===== src/rtl/character_ctl_pkg.sv =====
// Shared state encoding, datapath widths and physics defaults for the character controller.
package character_ctl_pkg;

  typedef enum logic [1:0] {StIdle, StGround, StJump, StFall} char_state_t;

  localparam int unsigned CoordW = 12;
  // One spare bit so sums and differences can be range-checked before clamping.
  localparam int unsigned ArithW = 13;
  localparam int unsigned VelW   = 5;

  localparam int unsigned JumpVDef    = 12;
  localparam int unsigned GravityDef  = 1;
  localparam int unsigned MaxFallVDef = 12;

  function automatic logic [ArithW-1:0] min_a(input logic [ArithW-1:0] a,
                                              input logic [ArithW-1:0] b);
    return (a < b) ? a : b;
  endfunction

endpackage


===== src/rtl/character_ctl_edge_detect.sv =====
// Rising-edge detector: registers the input and flags the clk where it goes 0 -> 1.
module character_ctl_edge_detect (
  input  logic clk,
  input  logic rst,
  input  logic d_i,
  output logic rise_o
);

  logic d_q;

  always_ff @(posedge clk) begin
    if (rst) begin
      d_q <= 1'b0;
    end else begin
      d_q <= d_i;
    end
  end

  assign rise_o = d_i & ~d_q;

endmodule


===== src/rtl/character_ctl.sv =====
// Per-frame movement controller: turns left/right/jump into registered sprite position,
// facing and visibility, with gravity and a map-supplied floor height.
module character_ctl
  import character_ctl_pkg::*;
#(
  parameter int unsigned CharacterHeight = 64,
  parameter int unsigned CharacterWidth  = 64,
  parameter int unsigned ScreenWidth     = 1024,
  parameter int unsigned XInit           = 32,
  parameter int unsigned YInit           = 0,
  parameter int unsigned XMax            = ScreenWidth - CharacterWidth,
  parameter int unsigned StepX           = 2,
  parameter int unsigned JumpV           = JumpVDef,
  parameter int unsigned Gravity         = GravityDef,
  parameter int unsigned MaxFallV        = MaxFallVDef
) (
  input  logic              clk,
  input  logic              rst,
  input  logic              frame_tick_i,
  input  logic              start_game_i,
  input  logic              move_left_i,
  input  logic              move_right_i,
  input  logic              jump_i,
  input  logic [CoordW-1:0] floor_y_i,
  output logic [CoordW-1:0] xpos_o,
  output logic [CoordW-1:0] ypos_o,
  output logic              rotate_o,
  output logic              en_o,
  output logic              airborne_o
);

  localparam logic [ArithW-1:0] HeightA   = ArithW'(CharacterHeight);
  localparam logic [ArithW-1:0] StepA     = ArithW'(StepX);
  localparam logic [ArithW-1:0] XMaxA     = ArithW'(XMax);
  localparam logic [ArithW-1:0] GravA     = ArithW'(Gravity);
  localparam logic [ArithW-1:0] MaxFallA  = ArithW'(MaxFallV);
  localparam logic [ArithW-1:0] XInitA    = ArithW'(XInit);
  localparam logic [ArithW-1:0] YInitA    = ArithW'(YInit);
  localparam logic [ArithW-1:0] JumpVA    = ArithW'(JumpV);

  char_state_t       state_q, state_d;
  logic [CoordW-1:0] xpos_q, xpos_d, ypos_q, ypos_d;
  logic [VelW-1:0]   vel_q, vel_d;
  logic              rotate_q, rotate_d, en_q, en_d, airborne_q, airborne_d;
  logic              jump_req_q, jump_req_d;
  logic              jump_rise, jump_now;

  logic [ArithW-1:0] x_a, y_a, vel_a, floor_a, land_y;
  logic [ArithW-1:0] x_left, x_right, y_rise, vel_rise, vel_fall, y_fall;
  logic [ArithW-1:0] x_next, y_next, vel_next;
  logic              unused_msbs;

  character_ctl_edge_detect u_jump_edge (
    .clk    (clk),
    .rst    (rst),
    .d_i    (jump_i),
    .rise_o (jump_rise)
  );

  // A press on the same clk as frame_tick still counts for this frame.
  assign jump_now = jump_req_q | jump_rise;

  assign x_a      = ArithW'(xpos_q);
  assign y_a      = ArithW'(ypos_q);
  assign vel_a    = ArithW'(vel_q);
  // A floor above the sprite height would put the top edge above row 0.
  assign floor_a  = (ArithW'(floor_y_i) < HeightA) ? HeightA : ArithW'(floor_y_i);
  assign land_y   = floor_a - HeightA;
  assign x_left   = (x_a < StepA) ? '0 : x_a - StepA;
  assign x_right  = min_a(x_a + StepA, XMaxA);
  assign y_rise   = y_a - vel_a;
  assign vel_rise = (vel_a < GravA) ? '0 : vel_a - GravA;
  assign vel_fall = min_a(vel_a + GravA, MaxFallA);
  assign y_fall   = y_a + vel_fall;

  always_comb begin
    state_d    = state_q;
    x_next     = x_a;
    y_next     = y_a;
    vel_next   = vel_a;
    rotate_d   = rotate_q;
    en_d       = en_q;
    jump_req_d = jump_now;

    if (!start_game_i) begin
      state_d  = StIdle;
      x_next   = XInitA;
      y_next   = YInitA;
      vel_next = '0;
      rotate_d = 1'b0;
      en_d     = 1'b0;
    end else if (frame_tick_i) begin
      jump_req_d = 1'b0;
      unique case (state_q)
        StIdle: begin
          state_d  = StFall;
          en_d     = 1'b1;
          vel_next = '0;
        end
        StGround: begin
          if (jump_now) begin
            state_d  = StJump;
            vel_next = JumpVA;
          end else if (y_a + HeightA < floor_a) begin
            state_d  = StFall;
            vel_next = '0;
          end else begin
            y_next = land_y;
          end
        end
        StJump: begin
          if (vel_a > y_a) begin
            state_d  = StFall;
            y_next   = '0;
            vel_next = '0;
          end else begin
            y_next   = y_rise;
            vel_next = vel_rise;
            if (vel_rise == '0) state_d = StFall;
          end
        end
        StFall: begin
          if (y_fall + HeightA >= floor_a) begin
            state_d  = StGround;
            y_next   = land_y;
            vel_next = '0;
          end else begin
            y_next   = y_fall;
            vel_next = vel_fall;
          end
        end
      endcase

      if (state_q != StIdle) begin
        if (move_left_i && !move_right_i) begin
          x_next   = x_left;
          rotate_d = 1'b1;
        end else if (move_right_i && !move_left_i) begin
          x_next   = x_right;
          rotate_d = 1'b0;
        end
      end
    end

    xpos_d     = x_next[CoordW-1:0];
    ypos_d     = y_next[CoordW-1:0];
    vel_d      = vel_next[VelW-1:0];
    airborne_d = (state_d == StJump) || (state_d == StFall);
  end

  // Results are range-limited above, so the spare arithmetic bits are always zero.
  assign unused_msbs = ^{x_next[ArithW-1], y_next[ArithW-1], vel_next[ArithW-1:VelW]};

  always_ff @(posedge clk) begin
    if (rst) begin
      state_q    <= StIdle;
      xpos_q     <= XInitA[CoordW-1:0];
      ypos_q     <= YInitA[CoordW-1:0];
      vel_q      <= '0;
      rotate_q   <= 1'b0;
      en_q       <= 1'b0;
      airborne_q <= 1'b0;
      jump_req_q <= 1'b0;
    end else begin
      state_q    <= state_d;
      xpos_q     <= xpos_d;
      ypos_q     <= ypos_d;
      vel_q      <= vel_d;
      rotate_q   <= rotate_d;
      en_q       <= en_d;
      airborne_q <= airborne_d;
      jump_req_q <= jump_req_d;
    end
  end

  assign xpos_o     = xpos_q;
  assign ypos_o     = ypos_q;
  assign rotate_o   = rotate_q;
  assign en_o       = en_q;
  assign airborne_o = airborne_q;

endmodule


===== config.mk =====
export PLATFORM = sky130hd
export DESIGN_NAME = character_ctl
export DESIGN_NICKNAME = d
export VERILOG_FILES = /design/src/rtl/character_ctl_pkg.sv /design/src/rtl/character_ctl_edge_detect.sv /design/src/rtl/character_ctl.sv
export SDC_FILE = /design/constraint.sdc
export NUM_CORES = 1
export LEC_CHECK = 0
export ABC_AREA = 1
export BUFFER_PORTS_ARGS = -buffer_cell sky130_fd_sc_hd__buf_4
export CAP_MARGIN = 20
export CORE_MARGIN = 4
export CORE_UTILIZATION = 55
export CTS_BUF_LIST = sky130_fd_sc_hd__clkbuf_4 sky130_fd_sc_hd__clkbuf_8
export DETAILED_ROUTE_END_ITERATION = 16
export PLACE_DENSITY = 0.89
export SYNTH_ARGS = -nofsm -noshare
export SYNTH_HDL_FRONTEND = slang
export SYNTH_SLANG_ARGS = --single-unit

===== constraint.sdc =====
create_clock -name clk -period 4.65 [get_ports clk]
set_clock_uncertainty 0.05 [all_clocks]
set_input_delay 0.465 -clock clk [delete_from_list [all_inputs] [get_ports clk]]
set_output_delay 0.465 -clock clk [all_outputs]
set_load 0.02 [all_outputs]

## Word level (Yosys, flattened, before mapping)

Index checks and enable logic that the tools add are counted.

- Register bits after elaboration: 36
- Input bits: 19
- Output and inout port bits: 27

- $add $sub $neg: 9
- Order comparisons: 8
- Eq/ne operators: 8
- Muxes and demuxes: 29
- Bitwise logic cells: 4
- Reductions and logical operators: 15

Operator list:

| kind | count |
|---|---|
| $mux 12 | 9 |
| $pmux 12 s3 | 1 |
| $mux 5 | 4 |
| $pmux 5 s4 | 1 |
| $mux 2 | 7 |
| $add 12x2->13 const B | 1 |
| $add 12x6->13 | 1 |
| $add 12x7->13 const B | 1 |
| $add 13x7->13 const B | 1 |
| $ge 13x12->1 | 1 |
| $logic_not 13->1 | 1 |
| $lt 13x10->1 const B | 1 |
| $lt 13x12->1 | 1 |
| $mux 13 | 1 |
| $gt 5x12->1 | 1 |
| $lt 12x2->1 const B | 1 |
| $lt 12x7->1 const B | 1 |
| $sub 12x2->12 const B | 1 |
| $sub 12x5->12 | 1 |
| $sub 12x7->12 const B | 1 |
| $eq 2x2->1 const B | 4 |
| $pmux 2 s4 | 1 |
| $add 5x1->6 const B | 1 |
| $lt 6x4->1 const B | 1 |
| other kinds (20) | 29 |

## Depth between registers and ports, before layout

Gate-level depths: netlist (run 1).

- Depth after elaboration: 12
- Depth in mapped cells: 35
- Depth with buffers taken out: 35

## Cells and area by module

Synthesis (run 1) repeated with hierarchy kept, for this count alone.

- Cells, all modules: 626
- Area, all modules: 3,967.6 µm²

By module, submodules not included:

| module | times used | cells an instance | area each (µm²) | sequential area each (µm²) |
|---|---|---|---|---|
| character_ctl | 1 | 622 | 3,936.3 | 680.7 |
| character_ctl_edge_detect | 1 | 4 | 31.3 | 20.0 |

## Worst setup path before layout (run 1)

No wires, ideal clock.

- Path kind: reg2reg
- Start point: register vel_q[0]
- End point: register ypos_q[6] (netlist: ypos_o[6])
- Arrival: 4.452 ns
- Required time: 4.534 ns
- Slack: 0.082 ns
- Stages on the path, launching flop included: 35
- Path buffers: 1
- Clock period less this slack: 4.568 ns
- Path through: dfxtp_1 > ha_1 > nand3_1 > nor2_1 > a21boi_0 > or2_1 > nand2_1 > inv_1 > nor2_1 > ha_1 > inv_1 > fa_1 > inv_1 > nand3_1 > nand2_4 > nand2_1 > nand2_2 > xor2_1 > ha_1 > xnor2_1 > ha_1 > nand2_1 > inv_1 > a21oi_1 > nand2_1 > nor2_1 > nand2_1 > nand2_1 > nand2_1 > a21oi_4 > nand3_4 > buf_6 > a21oi_1 > o21ai_1 > a21oi_2

- Longest elaborated chain between the ends: 8
- Elaborated cells on any way between the ends: 11

RTL lines:

| item | line | text |
|---|---|---|
| start: declaration | character_ctl.sv:43 | `logic [VelW-1:0] vel_q, vel_d;` |
| start signal: assignment | character_ctl.sv:168 | `vel_q <= vel_d;` |
| $add 5x1->6 | character_ctl.sv:73 | `assign vel_fall = min_a(vel_a + GravA, MaxFallA);` |
| $lt 6x4->1 | character_ctl_pkg.sv:17 | `return (a < b) ? a : b;` |
| $mux 6 | character_ctl_pkg.sv:17 |  |
| $add 12x6->13 | character_ctl.sv:74 | `assign y_fall = y_a + vel_fall;` |
| $add 13x7->13 | character_ctl.sv:123 | `if (y_fall + HeightA >= floor_a) begin` |
| $ge 13x12->1 | character_ctl.sv:123 |  |
| $mux 12 | character_ctl.sv:123 |  |
| $pmux 12 s3 * | character_ctl.sv:94 | `unique case (state_q)` |
| end signal: assignment | character_ctl.sv:158 | `ypos_q <= YInitA[CoordW-1:0];` |
| end signal: assignment | character_ctl.sv:167 | `ypos_q <= ypos_d;` |
| end: declaration | character_ctl.sv:42 | `logic [CoordW-1:0] xpos_q, xpos_d, ypos_q, ypos_d;` |

Every way passes the cells marked *; elsewhere a longest branch is shown, timed or not.
A chain may end at the register's enable or synchronous reset.

## Worst setup path in the final report (run 1)

- Start point: register vel_q[1]
- End point: register ypos_q[8] (netlist: ypos_o[8])

The elaborated chain is that of the path after synthesis.

==> out/summary.txt, run 1 <==
CTS clock-pin slew for the worst setup and hold paths = 0.09 ns
Worst VDD drop = 0.09030 mV
P_leak = 2.396 nW
synth warn = 0
layout cell share with drive strength beyond 1 = 21.67%
Final Cell Area = 0.004836 mm^2
Die W = 94.17 um
Total Routing Usage GR = 26.53%
final worst setup slack = -0.09229 ns
final setup TNS = -0.2547 ns
area delta synth->final = 18.41%
CP required = 4.86 ns
first-pass GRT wire length = 19,190 um
status = complete, but fails checks
synthesized cell area = 0.004084 mm^2
Synth area leaders = dfxtp_1 17%, ha_1 13%, nand2_1 11%
# IOs = 46
die height = 94.17 um
Starting DRT DRC Count = 391
Cells after Synth = 627
max_cap viols = 0
die area = 0.008868 mm^2
fin cells = 782
hold crit path type = primary input to flip-flop
post-route core utilization = 66.67%
Vias/cell = 5.941
number of synthesized flops with an enable pin = 0
vias in the first global route = 4,178
floorplan row count = 31
placement-stage worst setup slack = -0.1726 ns
I/O Buffers = 44
RR Endpoint = ypos_o[8]
drt drc = 0
Slew @ Worst Pin = 0.6374 ns
Final setup viols = 7
syn_area_per_cell = 6.513 um^2
H-Tree Depth = 2
min-delay src = rst
Net Sw Frac = 36.57%
grt ovf = 0
fin crit share = 102.0%
via count = 4,646
Post-synth top cells = 118 x nand2_1, 86 x inv_1, 69 x nor2_1
final critical-path required period = 4.742 ns
Pre-Repair DR Iteration Count = 5
Startpoint Class = flip-flop
CP max stage cell = dfxtp_2
core area = 0.007253 mm^2
flops & latches, synth = 35
ys async rst share = 0%
worst hold stages = 2
Clk pwr share = 31.4%
P_sw = 285.2 uW
critical path arrival = 4.95 ns
hold path endpoint = u_jump_edge.d_q
Inserted Clock Buffers = 5
Tot Pwr = 780.1 uW
Reg2Reg Depth = 33
# diodes = 0
combinational fraction of design power = 27.5%
Synth cell types = 49
routability cong. = 0.9968
unrepaired setup endpoints after global routing = true
initial antenna violation count = 0
Starting Density = 56.30%
most common cell in the netlist = nand2_1
Setup Crit Path Kind = flip-flop to flip-flop
largest net degree at the start of global routing = 22
register share of total power = 41.1%
slowest cell delay on critical path = 0.37 ns
DRT Wirelength = 12,510 um
pwr/cell area = 161.3 mW/mm^2
HPWL Detailed = 9038 um
Yosys top cell by area = dfxtp_1
CTS tree = built
Post-DP Area = 0.004501 mm^2
Fin Hold WS = 0.2820 ns
Clock Sinks = 35
endpoints failing hold = 0
Synth Flop Type = dfxtp_1
DP Cell Count = 764
filler instances = 598
post-route ant nets = 0
worst reg2reg startpoint = vel_q[1]
Internal Dissipation = 494.8 uW
Synth top area share = 17.16%
violated checks = setup timing
worst skew pair latency = 0.30 ns
sequential-to-total area share from yosys stat = 17.16%
crit-path max FO = 6
clk buf depth = 2
Crit. End Element = flip-flop
Nets = 746
clk root buf = clkbuf_8
Peak Freq = 210.9 MHz
per-cell routed wire length = 16.00 um
Reg2Reg Setup Slack = -0.09 ns
fin. max-slew vios = 0
Slew HR = 57.45%
-- logic make-up after synthesis --
family / Yosys count / share of synthesized area [%]
flops: 35 / 17.16
fa+ha+maj: 45 / 14.15
simple gates: 286 / 32.81
compound gates: 112 / 16.51
other cells: 1 / 0.09182
xor+xnor: 35 / 7.506
buf+inv: 113 / 11.76
-- how the worst max path moves through the flow --
stage | slack [ns] | from | to
floorplan | 0.08 | vel_q[0] | ypos_o[6]
global placement | 0.05 | vel_q[0] | airborne_o
detailed placement | -0.17 | vel_q[0] | airborne_o
CTS | 0.04 | vel_q[0] | airborne_o
global route | -0.29 | vel_q[1] | ypos_o[8]
finish | -0.09 | vel_q[1] | ypos_o[8]
-- cell type report --
cell class | instances | area (um^2) | share of cell area [%]
multi-input combinational | 484 | 3088 | 63.86
sequential | 35 | 703.2 | 14.54
timing repair buffer | 62 | 473.0 | 9.780
inverter | 94 | 355.3 | 7.348
tap | 99 | 123.9 | 2.561
clock buffer | 5 | 68.82 | 1.423
clock inverter | 3 | 23.77 | 0.4916
-- state kept, by name (all words and copies together), names as in the netlist --
name	cells
en_o	1
state_q	2
ypos_o	12
jump_req_q	1
xpos_o	11
rotate_o	1
airborne_o	1
vel_q	5
u_jump_edge.d_q	1
-- layout by cell type (no fill, tap or decap), types with 3 or more instances in the layout --
cell / instances
nor3_1: 11
buf_4: 60
dfxtp_1: 33
nand3_2: 8
o2111ai_1: 3
nor2_4: 4
o21ai_0: 22
nand4_1: 11
a21oi_1: 34
nand2_4: 3
a31oi_1: 3
clkbuf_8: 5
nand2_2: 15
inv_1: 83
a21oi_2: 13
nor2_1: 67
inv_2: 9
o21ai_1: 10
o211ai_1: 8
nand2_1: 113
nand3_1: 38
xor2_1: 26
nor2_2: 3
xnor2_1: 7
conb_1: 3
nand3_4: 5
ha_1: 40
o22ai_1: 6
-- worst max-delay path: cells and delay by family, from the launching register on --
| kind | cells | cell delay [ns] |
|---|---|---|
| flip-flops | 1 | 0.37 |
| AO/OA/AOI/OAI | 3 | 0.45 |
| adder cells (fa/ha/maj) | 5 | 1.21 |
| XOR/XNOR | 2 | 0.31 |
| buffers and inverters | 7 | 0.59 |
| AND/OR/NAND/NOR | 16 | 1.71 |
-- power by group through the flow --
stage                     registers (mW)  logic, mW  clock network (mW)
after CTS                          0.320      0.203               0.242
after detailed placement           0.327      0.196                   0
after floorplan                    0.327      0.138                   0
after global placement             0.326      0.189                   0
final                              0.321      0.215               0.245
after global routing               0.322      0.235               0.252
-- layer usage --
metal	vias to the layer above	GRT usage, %	part of all wire, %
met5	-	0	0
met4	0	12.15	5.2
met3	62	3.686	9.6
met2	298	45.80	47
met1	2124	32.36	38
li1	2162	-	-
-- timing repair --
item                       4_1_cts  5_1_grt
setup endpoints to repair       18       18
gates resized for setup          9       32
setup buffers                    2        5
hold buffers                     0        0
cloned                           3        0
pin swaps                        5       24
Power figures use the tool's default switching activity.
==> run 2, diff against run 1 <==
--- a/config.mk
+++ b/config.mk
@@ -13,4 +13,5 @@
 export CTS_BUF_LIST = sky130_fd_sc_hd__clkbuf_4 sky130_fd_sc_hd__clkbuf_8
 export DETAILED_ROUTE_END_ITERATION = 16
+export MAX_ROUTING_LAYER = met4
 export PLACE_DENSITY = 0.89
 export SYNTH_ARGS = -nofsm -noshare
--- a/constraint.sdc
+++ b/constraint.sdc
@@ -3,3 +3,3 @@
 set_input_delay 0.465 -clock clk [delete_from_list [all_inputs] [get_ports clk]]
 set_output_delay 0.465 -clock clk [all_outputs]
-set_load 0.02 [all_outputs]
+set_load 0.1 [all_outputs]
==> run 2 against run 1 <==
The run still ends with setup timing left. Sequential share of layout area is essentially flat. Setup slack gained 0.087 ns. Wire length grew 1.8%. First-iteration DRC count grew 40%. Maximum frequency grew 1.9%. Largest cell class unchanged. Cell count is the same.
==> out/summary.txt, run 2 (synthesis results as in run 1) <==
Starting Density = 56.30% (unchanged)
commonest non-fill, non-tap cell in the layout = nand2_1
Reg2Reg Depth = 31 (-6.1%)
Buf/Inv on CP = 7 (unchanged)
most used cells in the layout excluding fill and tap cells = 113 x nand2_1, 82 x inv_1, 67 x nor2_1
post-route ant nets = 0 (unchanged)
CP required = 4.83 ns (-0.03 ns)
crit-path max FO = 6 (unchanged)
Final Cell Area = 0.004852 mm^2 (+0.34%)
worst skew pair latency = 0.30 ns (about the same)
Post-DP Area = 0.004501 mm^2 (unchanged)
DR WL met2 = 6149 um (+4.5%)
drt drc = 0 (unchanged)
worst hold stages = 2 (unchanged)
Reg2Reg Setup Slack = -0.006 ns (+0.09 ns)
die area = 0.008868 mm^2 (unchanged)
Crit. End Element = flip-flop
per-cell routed wire length = 16.28 um (+1.8%)
HPWL Detailed = 8883 um (-1.7%)
CTS clock-pin slew for the worst setup and hold paths = 0.09 ns (about the same)
CP max stage cell = fa_2
die height = 94.17 um (unchanged)
slowest cell delay on critical path = 0.39 ns (+0.02 ns)
hold crit path type = primary input to flip-flop
Top Layer Used = met4
floorplan row count = 31 (unchanged)
CP delay by family, top = adder cells
grt ovf = 0 (unchanged)
first-pass GRT wire length = 20,200 um (+5.3%)
CTS tree = built
Slew @ Worst Pin = 0.5661 ns (-0.07130 ns)
RR Endpoint = state_q[1]
Startpoint Class = flip-flop
max_cap viols = 0 (unchanged)
clk root buf = clkbuf_8
DR WL met3 = 1138 um (-5.7%)
Metal-1 WL = 4898 um (+2.7%)
largest net degree at the start of global routing = 22 (unchanged)
final critical-path required period = 4.656 ns (-0.08653 ns)
Final setup viols = 2 (-5)
unrepaired setup endpoints after global routing = true
min-delay src = rst
P_leak = 2.410 nW (+0.61%)
initial antenna violation count = 0 (unchanged)
critical path arrival = 4.84 ns (-0.11 ns)
vias in the first global route = 4,333 (+3.7%)
area delta synth->final = 18.81%
Clock Sinks = 35 (unchanged)
Total Routing Usage GR = 28.82% (+2.3 points)
Starting DRT DRC Count = 549 (+40%)
Vias/cell = 6.010 (+1.2%)
placement-stage worst setup slack = -0.2192 ns (-0.04660 ns)
Peak Freq = 214.8 MHz (+1.9%)
max reg flops = 12 (unchanged)
Tot Pwr = 863.6 uW (+11%)
# diodes = 0 (unchanged)
pwr/cell area = 178.0 mW/mm^2 (+10%)
clk buf depth = 2 (unchanged)
fin. max-slew vios = 0 (unchanged)
H-Tree Depth = 2 (unchanged)
Setup Crit Path Kind = flip-flop to flip-flop
layout cell share with drive strength beyond 1 = 21.82% (+0.15 points)
status = complete, but fails checks
routability cong. = 0.9696 (-2.7%)
worst reg2reg startpoint = vel_q[1]
Pre-Repair DR Iteration Count = 6 (+1)
Fin Hold WS = 0.2850 ns (+0.003039 ns)
Inserted Clock Buffers = 5 (unchanged)
endpoints failing hold = 0 (unchanged)
via count = 4,700 (+1.2%)
final worst setup slack = -0.005759 ns (+0.08653 ns)
fin crit share = 100.1% (-1.9 points)
I/O Buffers = 44 (unchanged)
DRT Wirelength = 12,730 um (+1.8%)
# IOs = 46 (unchanged)
Nets = 746 (unchanged)
core area = 0.007253 mm^2 (unchanged)
Slew HR = 62.21% (+4.8 points)
Die W = 94.17 um (unchanged)
violated checks = setup timing
hold path endpoint = u_jump_edge.d_q
Worst VDD drop = 0.1442 mV (+60%)
==> run 2: how the worst max path moves through the flow <==
stage	from	endpoint	slack, ns	cells after the start
CTS	vel_q[0]	vel_q[1]	0.01	36
floorplan	vel_q[0]	ypos_o[6]	0.07	34
detailed placement	vel_q[0]	airborne_o	-0.22	33
global route	vel_q[1]	state_q[1]	-0.20	33
finish	vel_q[1]	state_q[1]	-0.006	31
global placement	vel_q[0]	airborne_o	0.01	33
==> run 2: per-stage QoR <==
stage	utilization, %	instances	setup TNS [ns]
after CTS	64.93	778	0
final	66.90	782	-0.007109
after detailed placement	62.05	764	-2.780
after global placement	62.05	764	0
after global routing	66.90	782	-2.439
after floorplan	-	629	0
==> run 2: cell type report <==
cell class | count | area, um^2
timing repair buffer | 62 | 478.0
clock buffer | 5 | 68.82
tap | 99 | 123.9
sequential | 35 | 703.2
multi-input combinational | 484 | 3079
inverter | 94 | 355.3
fill | 587 | 2401
clock inverter | 3 | 43.79
==> run 2: power by group <==
part	internal (mW)	switching [mW]	total, mW
clock network	0.160	0.132	0.292
registers	0.307	0.0138	0.321
logic	0.0812	0.170	0.251
==> run 2: metal layers <==
layer | GRT usage [%] | up-vias
li1 | - | 2172
met1 | 35.28 | 2170
met2 | 47.81 | 295
met3 | 3.606 | 63
met4 | 12.03 | 0
met5 | - | -
==> run 2: what timing repair did <==
action	in CTS	in global routing
resized for setup	8	31
setup buffers	3	4
gates cloned	3	0
pin swaps	3	23
endpoints found under the setup margin	18	18
hold buffers	0	0
==> run 3, diff against run 2 <==
- CORE_ASPECT_RATIO: default -> 1.1
==> run 3 against run 2 <==
Largest cell class unchanged. Sequential power about the same. The flow still finishes with violations (setup timing). Power decreased by 0.68%. Register-to-register slack got worse by 0.08 ns. Sequential share of layout area about the same. Combinational power about the same. Setup slack got worse by 0.079 ns. Clock-buffer cell count unchanged. Wire length increased by 2.7%. Cell count decreased by 1.5%. Global-route usage decreased by 1.0 points.
==> out/summary.txt, run 3 (synthesis results as in run 1) <==
status = complete, but fails checks
violated checks = setup timing
Nets = 748 (+0.27%)
via count = 4,721 (+0.45%)
CTS clock-pin slew for the worst setup and hold paths = 0.08 ns (about the same)
combinational fraction of design power = 29.4% (+0.3 points)
die height = 98.38 um (+4.5%)
P_sw = 309.6 uW (-1.9%)
Startpoint Class = flip-flop
worst skew pair latency = 0.30 ns (about the same)
vias in the first global route = 4,364 (+0.72%)
Clk pwr share = 33.1% (-0.7 points)
fin. max-slew vios = 0 (unchanged)
clk buf depth = 2 (unchanged)
RR Endpoint = ypos_o[7]
most used cells in the layout excluding fill and tap cells = 114 x nand2_1, 83 x inv_1, 66 x nor2_1
commonest non-fill, non-tap cell in the layout = nand2_1
Die W = 90.16 um (-4.3%)
Net Sw Frac = 36.09% (-0.45 points)
Final setup viols = 14 (+12)
per-cell routed wire length = 16.98 um (+4.3%)
Final Cell Area = 0.004856 mm^2 (about the same)
Critical Path Sink = ypos_o[7]
CTS tree = built
critical path arrival = 4.92 ns (+0.08 ns)
slowest cell delay on critical path = 0.37 ns (-0.02 ns)
Starting DRT DRC Count = 402 (-27%)
H-Tree Depth = 2 (unchanged)
Tot Pwr = 857.8 uW (-0.68%)
min-delay src = rst
# diodes = 0 (unchanged)
Crit path depth = 34 (+9.7%)
Total Routing Usage GR = 27.82% (-1.0 points)
DRT Wirelength = 13,080 um (+2.7%)
I/O Buffers = 44 (unchanged)
# hold bufs at CTS = 0 (unchanged)
Reg2Reg Setup Slack = -0.09 ns (-0.08 ns)
Slew @ Worst Pin = 0.6674 ns (+0.1013 ns)
final critical-path required period = 4.735 ns (+0.07930 ns)
most frequent CP cell = nand2_1
Reg2Reg Depth = 34 (+9.7%)
grt ovf = 0 (unchanged)
fin crit share = 101.8% (+1.7 points)
Starting Density = 57.30% (+1.0 points)
worst hold stages = 2 (unchanged)
drt drc = 0 (unchanged)
Post-DP Area = 0.004476 mm^2 (-0.56%)
layout cell share with drive strength beyond 1 = 21.75% (-0.064 points)
Slew HR = 55.44% (-6.8 points)
floorplan row count = 32 (+3.2%)
P_leak = 2.425 nW (+0.62%)
worst reg2reg startpoint = vel_q[1]
Vias/cell = 6.131 (+2.0%)
core area = 0.007127 mm^2 (-1.7%)
Peak Freq = 211.2 MHz (-1.7%)
# IOs = 46 (unchanged)
hold crit path type = primary input to flip-flop
HPWL Detailed = 9262 um (+4.3%)
clk root buf = clkbuf_8
final worst setup slack = -0.08506 ns (-0.07930 ns)
register share of total power = 37.5% (+0.4 points)
first-pass GRT wire length = 19,930 um (-1.4%)
pwr/cell area = 176.6 mW/mm^2 (-0.76%)
max_cap viols = 0 (unchanged)
routability cong. = 0.9473 (-2.3%)
Clock Sinks = 35 (unchanged)
die area = 0.008869 mm^2 (about the same)
unrepaired setup endpoints after global routing = true
initial antenna violation count = 0 (unchanged)
Setup Crit Path Kind = flip-flop to flip-flop
Fin Hold WS = 0.2852 ns (+0.0002330 ns)
crit-path max FO = 6 (unchanged)
critical path startpoint = vel_q[1]
area delta synth->final = 18.90% (about the same)
endpoints failing hold = 0 (unchanged)
Pre-Repair DR Iteration Count = 5 (-1)
largest net degree at the start of global routing = 22 (unchanged)
CP max stage cell = dfxtp_2
Internal Dissipation = 548.2 uW (about the same)
CP delay by family, top = simple AND/OR/NAND/NOR gates
Inserted Clock Buffers = 5 (unchanged)
Buf/Inv on CP = 6 (-1)
max reg flops = 12 (unchanged)
CP required = 4.83 ns (about the same)
Worst VDD drop = 0.1229 mV (-15%)
Crit. End Element = flip-flop
post-route ant nets = 0 (unchanged)
[run 3: cell count changes in the layout (fill, tap and decap cells not counted), sizes merged]
| cell | delta |
|---|---|
| buf | +2 |
[run 3: layer usage]
| layer | vias up | wire (um) | track usage, % |
|---|---|---|---|
| li1 | 2169 | - | - |
| met1 | 2144 | 4512 | 29.81 |
| met2 | 321 | 6611 | 50.29 |
| met3 | 87 | 1163 | 3.313 |
| met4 | 0 | 787 | 14.25 |
| met5 | - | 0 | - |
[run 3: final cells by class]
class                   instances  area (um^2)
inverters                      94        355.3
clock inverters                 3        43.79
well taps                      85        106.4
multi-input cells             484         3083
fillers                       575         2271
flip-flops and latches         35        705.7
clock buffers                   5        68.82
repair buffers                 64        493.0
[run 3: how the worst min path moves through the flow]
stage	slack, ns	to
finish	0.29	u_jump_edge.d_q
global route	0.29	u_jump_edge.d_q
CTS	0.29	u_jump_edge.d_q
detailed placement	0.41	vel_q[4]
global placement	0.41	vel_q[4]
floorplan	0.40	vel_q[4]
[run 3: per-stage QoR]
| stage | instances | util [%] | setup WS (ns) | setup TNS, ns |
|---|---|---|---|---|
| 6_report | 770 | 68.14 | -0.08506 | -0.7168 |
| 5_1_grt | 770 | 68.14 | -0.3531 | -5.045 |
| 4_1_cts | 760 | 65.57 | 0.01798 | 0 |
| 3_5_place_dp | 749 | 62.80 | -0.1788 | -2.031 |
| 3_3_place_gp | 749 | 62.80 | 0.07100 | 0 |
| 2_1_floorplan | 629 | - | 0.07419 | 0 |
[run 3: power groups by stage]
stage	logic (mW)	clock network, mW	registers [mW]
final	0.252	0.284	0.322
after global routing	0.273	0.299	0.323
after CTS	0.238	0.285	0.321
after detailed placement	0.231	0	0.328
after global placement	0.223	0	0.327
after floorplan	0.141	0	0.358
[run 3: repair_timing]
action	in CTS	in global routing
buffers inserted	1	9
cloned	2	1
resized for setup	11	29
setup endpoints to repair	18	18
pin swaps	4	21
[run 3: worst reg2reg max path: cells and delay by family (launching register included)]
family	cells	cell delay [ns]
and+or+nand+nor	17	1.86
adders and majority gates	4	0.97
AOI/OAI and AO/OA	6	0.80
buffers and inverters	6	0.49
DFF	1	0.37
xor gates and xnor gates	1	0.14
